[config.mk]
export PLATFORM = sky130hd
export DESIGN_NAME = link_pipe
export DESIGN_NICKNAME = d
export VERILOG_FILES = /design/src/rtl/link_pipe.sv
export SDC_FILE = /design/constraint.sdc
export NUM_CORES = 1
export LEC_CHECK = 0
export BUFFER_PORTS_ARGS = -buffer_cell sky130_fd_sc_hd__buf_4
export CORE_ASPECT_RATIO = 0.7
export CORE_MARGIN = 5
export CORE_UTILIZATION = 47
export DETAILED_ROUTE_END_ITERATION = 10
export HOLD_SLACK_MARGIN = 0.12
export PLACE_DENSITY = 0.83
export SYNTH_ARGS = -nofsm -noshare
export SYNTH_HDL_FRONTEND = slang
export SYNTH_SLANG_ARGS = --single-unit
[constraint.sdc]
create_clock -name clk -period 1.9 [get_ports clk]
set_clock_uncertainty 0.15 [all_clocks]
set_input_delay 0.095 -clock clk [delete_from_list [all_inputs] [get_ports clk]]
set_output_delay 0.095 -clock clk [all_outputs]
set_load 0.1 [all_outputs]
[src/rtl/link_pipe.sv]
// link_pipe -- link-register write carrier for the EX/MEM/WB pipeline.
//
// Purpose:
//   Takes the decode-stage link-write flag (jal/jalr/bgezal/bltzal) and the
//   instruction PC, forms the return address (PC+8) and the destination
//   register, and moves that entry through the EX, MEM and WB registers.
//   Each stage's pending destination and value are exposed so the forwarding
//   unit can resolve hazards on the link register. WB drives the register-file
//   write port. A saturating counter tracks retired link writes.
//
// Configuration macro:
//   LINK_JALR_RD_EN -- when defined, jalr (id_jr == 2'b10) writes id_rd
//                      instead of LINK_REG; jalr with rd=0 writes nothing.
//                      When undefined, every link write targets LINK_REG.
//
// Ports:
//   clk            in   rising-edge clock
//   rst            in   synchronous active-high reset
//   stall          in   ID held; bubble into EX
//   flush          in   ID killed; bubble into EX
//   id_rf31Write   in   ID instruction writes a link register
//   id_jr  [1:0]   in   jr control code (2'b10 = jalr)
//   id_rd  [4:0]   in   rd field of the ID instruction
//   id_pc  [31:0]  in   PC of the ID instruction
//   ex_link_*      out  EX pending link write (valid/addr/data)
//   mem_link_*     out  MEM pending link write (valid/addr/data)
//   wb_link_*      out  register-file write port (we/addr/data)
//   link_cnt       out  saturating count of retired link writes

module link_pipe #(
  parameter logic [4:0] LINK_REG = 5'd31,
  parameter int         CNT_W    = 16
) (
  input  logic             clk,
  input  logic             rst,
  input  logic             stall,
  input  logic             flush,
  input  logic             id_rf31Write,
  input  logic [1:0]       id_jr,
  input  logic [4:0]       id_rd,
  input  logic [31:0]      id_pc,
  output logic             ex_link_valid,
  output logic [4:0]       ex_link_addr,
  output logic [31:0]      ex_link_data,
  output logic             mem_link_valid,
  output logic [4:0]       mem_link_addr,
  output logic [31:0]      mem_link_data,
  output logic             wb_link_we,
  output logic [4:0]       wb_link_addr,
  output logic [31:0]      wb_link_data,
  output logic [CNT_W-1:0] link_cnt
);

  typedef struct packed {
    logic        vld;
    logic [4:0]  addr;
    logic [31:0] data;
  } link_ent_t;

  localparam link_ent_t BUBBLE = '{vld: 1'b0, addr: 5'd0, data: 32'd0};
  localparam int        STAGES = 3;   // 0 = EX, 1 = MEM, 2 = WB

  link_ent_t               stg_q [STAGES];
  link_ent_t               id_ent;
  link_ent_t               ex_d;
  logic [4:0]              id_dst;
  logic [CNT_W-1:0]        cnt_q, cnt_d;

  // Destination selection for the ID instruction.
`ifdef LINK_JALR_RD_EN
  assign id_dst = (id_jr == 2'b10) ? id_rd : LINK_REG;
`else
  assign id_dst = LINK_REG;
  logic unused_id;
  assign unused_id = ^{id_jr, id_rd};
`endif

  // Entry formed from the ID instruction. A zero destination never writes,
  // so it is dropped to a valid=0 entry here rather than at WB.
  always_comb begin
    id_ent      = BUBBLE;
    id_ent.addr = id_dst;
    id_ent.data = id_pc + 32'd8;   // wraps modulo 2^32
    id_ent.vld  = id_rf31Write && (id_dst != 5'd0);
  end

  // A stalled or flushed ID inserts a full bubble (addr/data cleared too,
  // so forwarding comparators never see a stale destination).
  always_comb begin
    ex_d = BUBBLE;
    if (!stall && !flush)
      ex_d = id_ent;
  end

  // Retire counter saturates at all-ones.
  always_comb begin
    cnt_d = cnt_q;
    if (stg_q[2].vld && (cnt_q != {CNT_W{1'b1}}))
      cnt_d = cnt_q + 1'b1;
  end

  // EX/MEM/WB advance every cycle; stall only affects what enters EX.
  always_ff @(posedge clk) begin
    if (rst) begin
      for (int s = 0; s < STAGES; s++)
        stg_q[s] <= BUBBLE;
      cnt_q <= '0;
    end else begin
      stg_q[0] <= ex_d;
      for (int s = 1; s < STAGES; s++)
        stg_q[s] <= stg_q[s-1];
      cnt_q <= cnt_d;
    end
  end

  assign ex_link_valid  = stg_q[0].vld;
  assign ex_link_addr   = stg_q[0].addr;
  assign ex_link_data   = stg_q[0].data;
  assign mem_link_valid = stg_q[1].vld;
  assign mem_link_addr  = stg_q[1].addr;
  assign mem_link_data  = stg_q[1].data;
  assign wb_link_we     = stg_q[2].vld;
  assign wb_link_addr   = stg_q[2].addr;
  assign wb_link_data   = stg_q[2].data;
  assign link_cnt       = cnt_q;

endmodule
==> metrics.txt <==
Crit path required time=2030 ps; Tot GR Track Use=about 23%; Initial Util=49.11%; failing checks=setup timing; Max Fclk=0.5234 GHz; Power Dens Cells=930.2 nW/um2; number of global-route vias before repair=a little under 4,000; Synth Net Count=460; GP Congestion=0.8086; Root Driver=clkbuf_16; CTS tree=done; # Max-Cap Violations=0; DP HPWL=just over 8000 um; post-synthesis cell type count=42; # IOs=174; total congestion overflow=0; Tot Pwr=0.006158 W; crit end category=flop; Slew HR=61.18%; clock latency on the worst-skew pair=around 400 ps; cell area after layout=6620 um2; largest net degree at the start of global routing=58; Inserted Diodes=0; initial antenna violation count=0; Final ANT Viol Nets=0; CP max FO=5; Die Wd=123.2 um; CP max stage delay=slightly below 600 ps; Synth Instances=414; clk sinks=118; Worst Setup Start Kind=input pin; Final min period=approximately 1900 ps; layout cells sized above 1=36.32%; fin nets=669; number of CTS-inserted buffers=17; DRC violations left=0; CP arrival=~2000 ps; pre-CTS setup slack=approximately 35 ps; status=complete, but fails checks; 1st-pass router iterations=5; PortBufs=approximately 170; vias per cell=5.136; H-tree depth=4; Synth warnings=0; WL/cell=roughly 16 um; register clock-pin slew on the reported worst setup and hold paths=about 50 ps; DIE HEIGHT=89.24 um; Vias=3,883; Min Hold Slack=151.0 ps; clk buf depth=2; first-pass GRT wire length=19,340 um; Peak supply drop=0.6800 mV; final hold vios=0; P_leak=roughly 2.9 nW; Hold WC Path Type=input pin to flop; RSZ-0062 raised after global routing=true; Setup violations, final=1; CP Class=input pin to flop; crit share post-route=100.6%; Least-Margin Pin Slew=582.3 ps; FF+latch count, synth=118; number of DRC markers in iteration 0=~270; Fillers=542; post-synthesis sequential area ratio=between 50% and 60%; Final Slew Violations=0; P&R area growth vs syn=57.05%; post-layout util=77.13%; die footprint=10,990 um2; Synth Area per Inst=10.18 um2; Placement Rows=28; WL final=12,440 um; most used cell, CP=dlygate4sd3_1; Critical-path top delay cell=dlygate4sd3_1; setup ws final=-10.60 ps; post-placement cell area=5542 um2; cells along the critical path=dlygate4sd3_1 -> buf_4 -> nand3_1 -> nor4_2 -> xnor2_1 -> dlygate4sd3_1 -> nor2_1; Synth Cell Area=4215 um2; core area=approximately 8600 um2
==> final timing paths <==
| path | startpoint | cells after the start | to | slack, ps |
|---|---|---|---|---|
| hold / removal | rst | 3 | link_cnt[0]$_SDFFE_PP0P_ | 150 |
| setup reg to reg | link_cnt[0]$_SDFFE_PP0P_ | 5 | link_cnt[13]$_SDFFE_PP0P_ | 10 |
| setup / recovery | id_pc[9] | 7 | stg_q[0][16]$_SDFF_PP0_ | -10 |
| hold reg to reg | stg_q[0][44]$_SDFF_PP0_ | 1 | stg_q[0][82]$_SDFF_PP0_ | 310 |
==> final cells by class <==
type / count / area [um2] / area share [%]
Sequential cell: 118 / 2424 / 36.61
Timing Repair Buffer: 220 / 1774 / 26.80
Multi-Input combinational cell: 262 / 1712 / 25.86
Clock buffer: 23 / 467.9 / 7.069
Tap cell: 120 / 150.1 / 2.268
Clock inverter: 9 / 77.57 / 1.172
Inverter: 4 / 15.01 / 0.2268
==> registers in the layout, indices dropped and copies added, names as in the netlist <==
name and cells:
stg_q 102, link_cnt 16
==> routing by layer <==
metal  up-vias  global-route usage (%)  share of wire (%)  routed length [um]
met4         0                   9.849                2.2                 275
met3        28                   7.084                7.5                 932
li1       1842                       -                  -                   -
met2       176                   40.53                 50                6269
met1      1837                   25.37                 40                4966
met5         -                       0                  0                   0
==> power breakdown <==
group | total (W) | switching, W | internal, W | leakage [nW]
clock network | 0.00291 | 0.00106 | 0.00185 | 0.263
registers | 0.00252 | 0.0000217 | 0.00250 | 0.969
logic | 0.000728 | 0.000508 | 0.000221 | 1.62
total | 0.00616 | 0.00159 | 0.00457 | 2.85
==> cell usage after synthesis <==
master / n / share of area (%)
buf_2: 1 / 0.12
mux2i_1: 4 / 0.95
buf_6: 2 / 0.53
nand4_1: 13 / 1.9
and4_1: 8 / 1.7
nand4_4: 1 / 0.50
a31oi_1: 2 / 0.30
inv_1: 3 / 0.27
o31ai_1: 11 / 2.0
nand2b_1: 3 / 0.45
nand2_2: 1 / 0.15
nor2_1: 31 / 2.8
o41ai_2: 2 / 0.77
or3_1: 5 / 0.74
mux2_1: 1 / 0.27
nand2_1: 15 / 1.3
nor2b_1: 69 / 10
o21ai_0: 2 / 0.24
nand3_2: 1 / 0.24
a311oi_1: 3 / 0.62
xnor2_1: 10 / 2.1
a21oi_1: 16 / 1.9
a41o_1: 3 / 0.71
nor4_1: 2 / 0.30
inv_2: 1 / 0.089
nor3_1: 7 / 0.83
a41oi_1: 1 / 0.21
buf_4: 12 / 2.1
nand3_1: 17 / 2.0
a211oi_1: 1 / 0.18
o21ai_1: 1 / 0.12
nor3_2: 1 / 0.24
a31o_1: 1 / 0.21
clkbuf_1: 15 / 1.3
or4_1: 10 / 1.8
and2_1: 6 / 0.89
dfxtp_1: 118 / 56
xor2_1: 8 / 1.7
and3_1: 2 / 0.30
a2111oi_0: 1 / 0.21
ha_1: 2 / 0.59
or2_1: 1 / 0.15
==> cell usage in the layout (no fill, tap or decap), types with 8 or more instances in the layout <==
cell type      synthesis  final
buf_4                 12    171
nor2_1                31     31
dfxtp_4                0     16
or4_1                 10      9
clkbuf_16              0     17
nor2b_1               69     69
o31ai_1               11     11
dfxtp_1              118    101
xor2_1                 8      8
nand3_1               17     17
xnor2_1               10     10
nand2_1               15     15
dlygate4sd3_1          0     49
nand4_1               13     13
a21oi_1               16     15
==> repair_timing <==
| item | 4_1_cts | 5_1_grt |
|---|---|---|
| buffers inserted | 0 | 0 |
| endpoints found under the hold margin | 63 | 0 |
| hold buffers | 50 | 0 |
| setup endpoints to repair | 0 | 15 |
| resized for setup | 0 | 9 |
==> critical path: cells and delay by family <==
| kind | cells | cell delay, ps |
|---|---|---|
| and+or+nand+nor | 3 | 540 |
| buffers and inverters | 3 | 1250 |
| xor gates and xnor gates | 1 | 170 |
==> logic make-up after synthesis <==
| kind of cell | Yosys count | synth area share (%) |
|---|---|---|
| AOI/OAI and AO/OA | 44 | 7.421 |
| and+or+nand+nor | 193 | 26.51 |
| xor gates and xnor gates | 18 | 3.740 |
| buffers and inverters | 34 | 4.482 |
| adders and majority gates | 2 | 0.5936 |
| muxes | 5 | 1.217 |
| DFF | 118 | 56.04 |
==> stage by stage <==
| stage | TNS [ps] | std cells |
|---|---|---|
| CTS | 0 | 757 |
| detailed placement | 0 | 675 |
| global route | -341.7 | 756 |
| global placement | 0 | 675 |
| finish | -10.60 | 756 |
| floorplan | 0 | 414 |
Power figures use the tool's default switching activity.
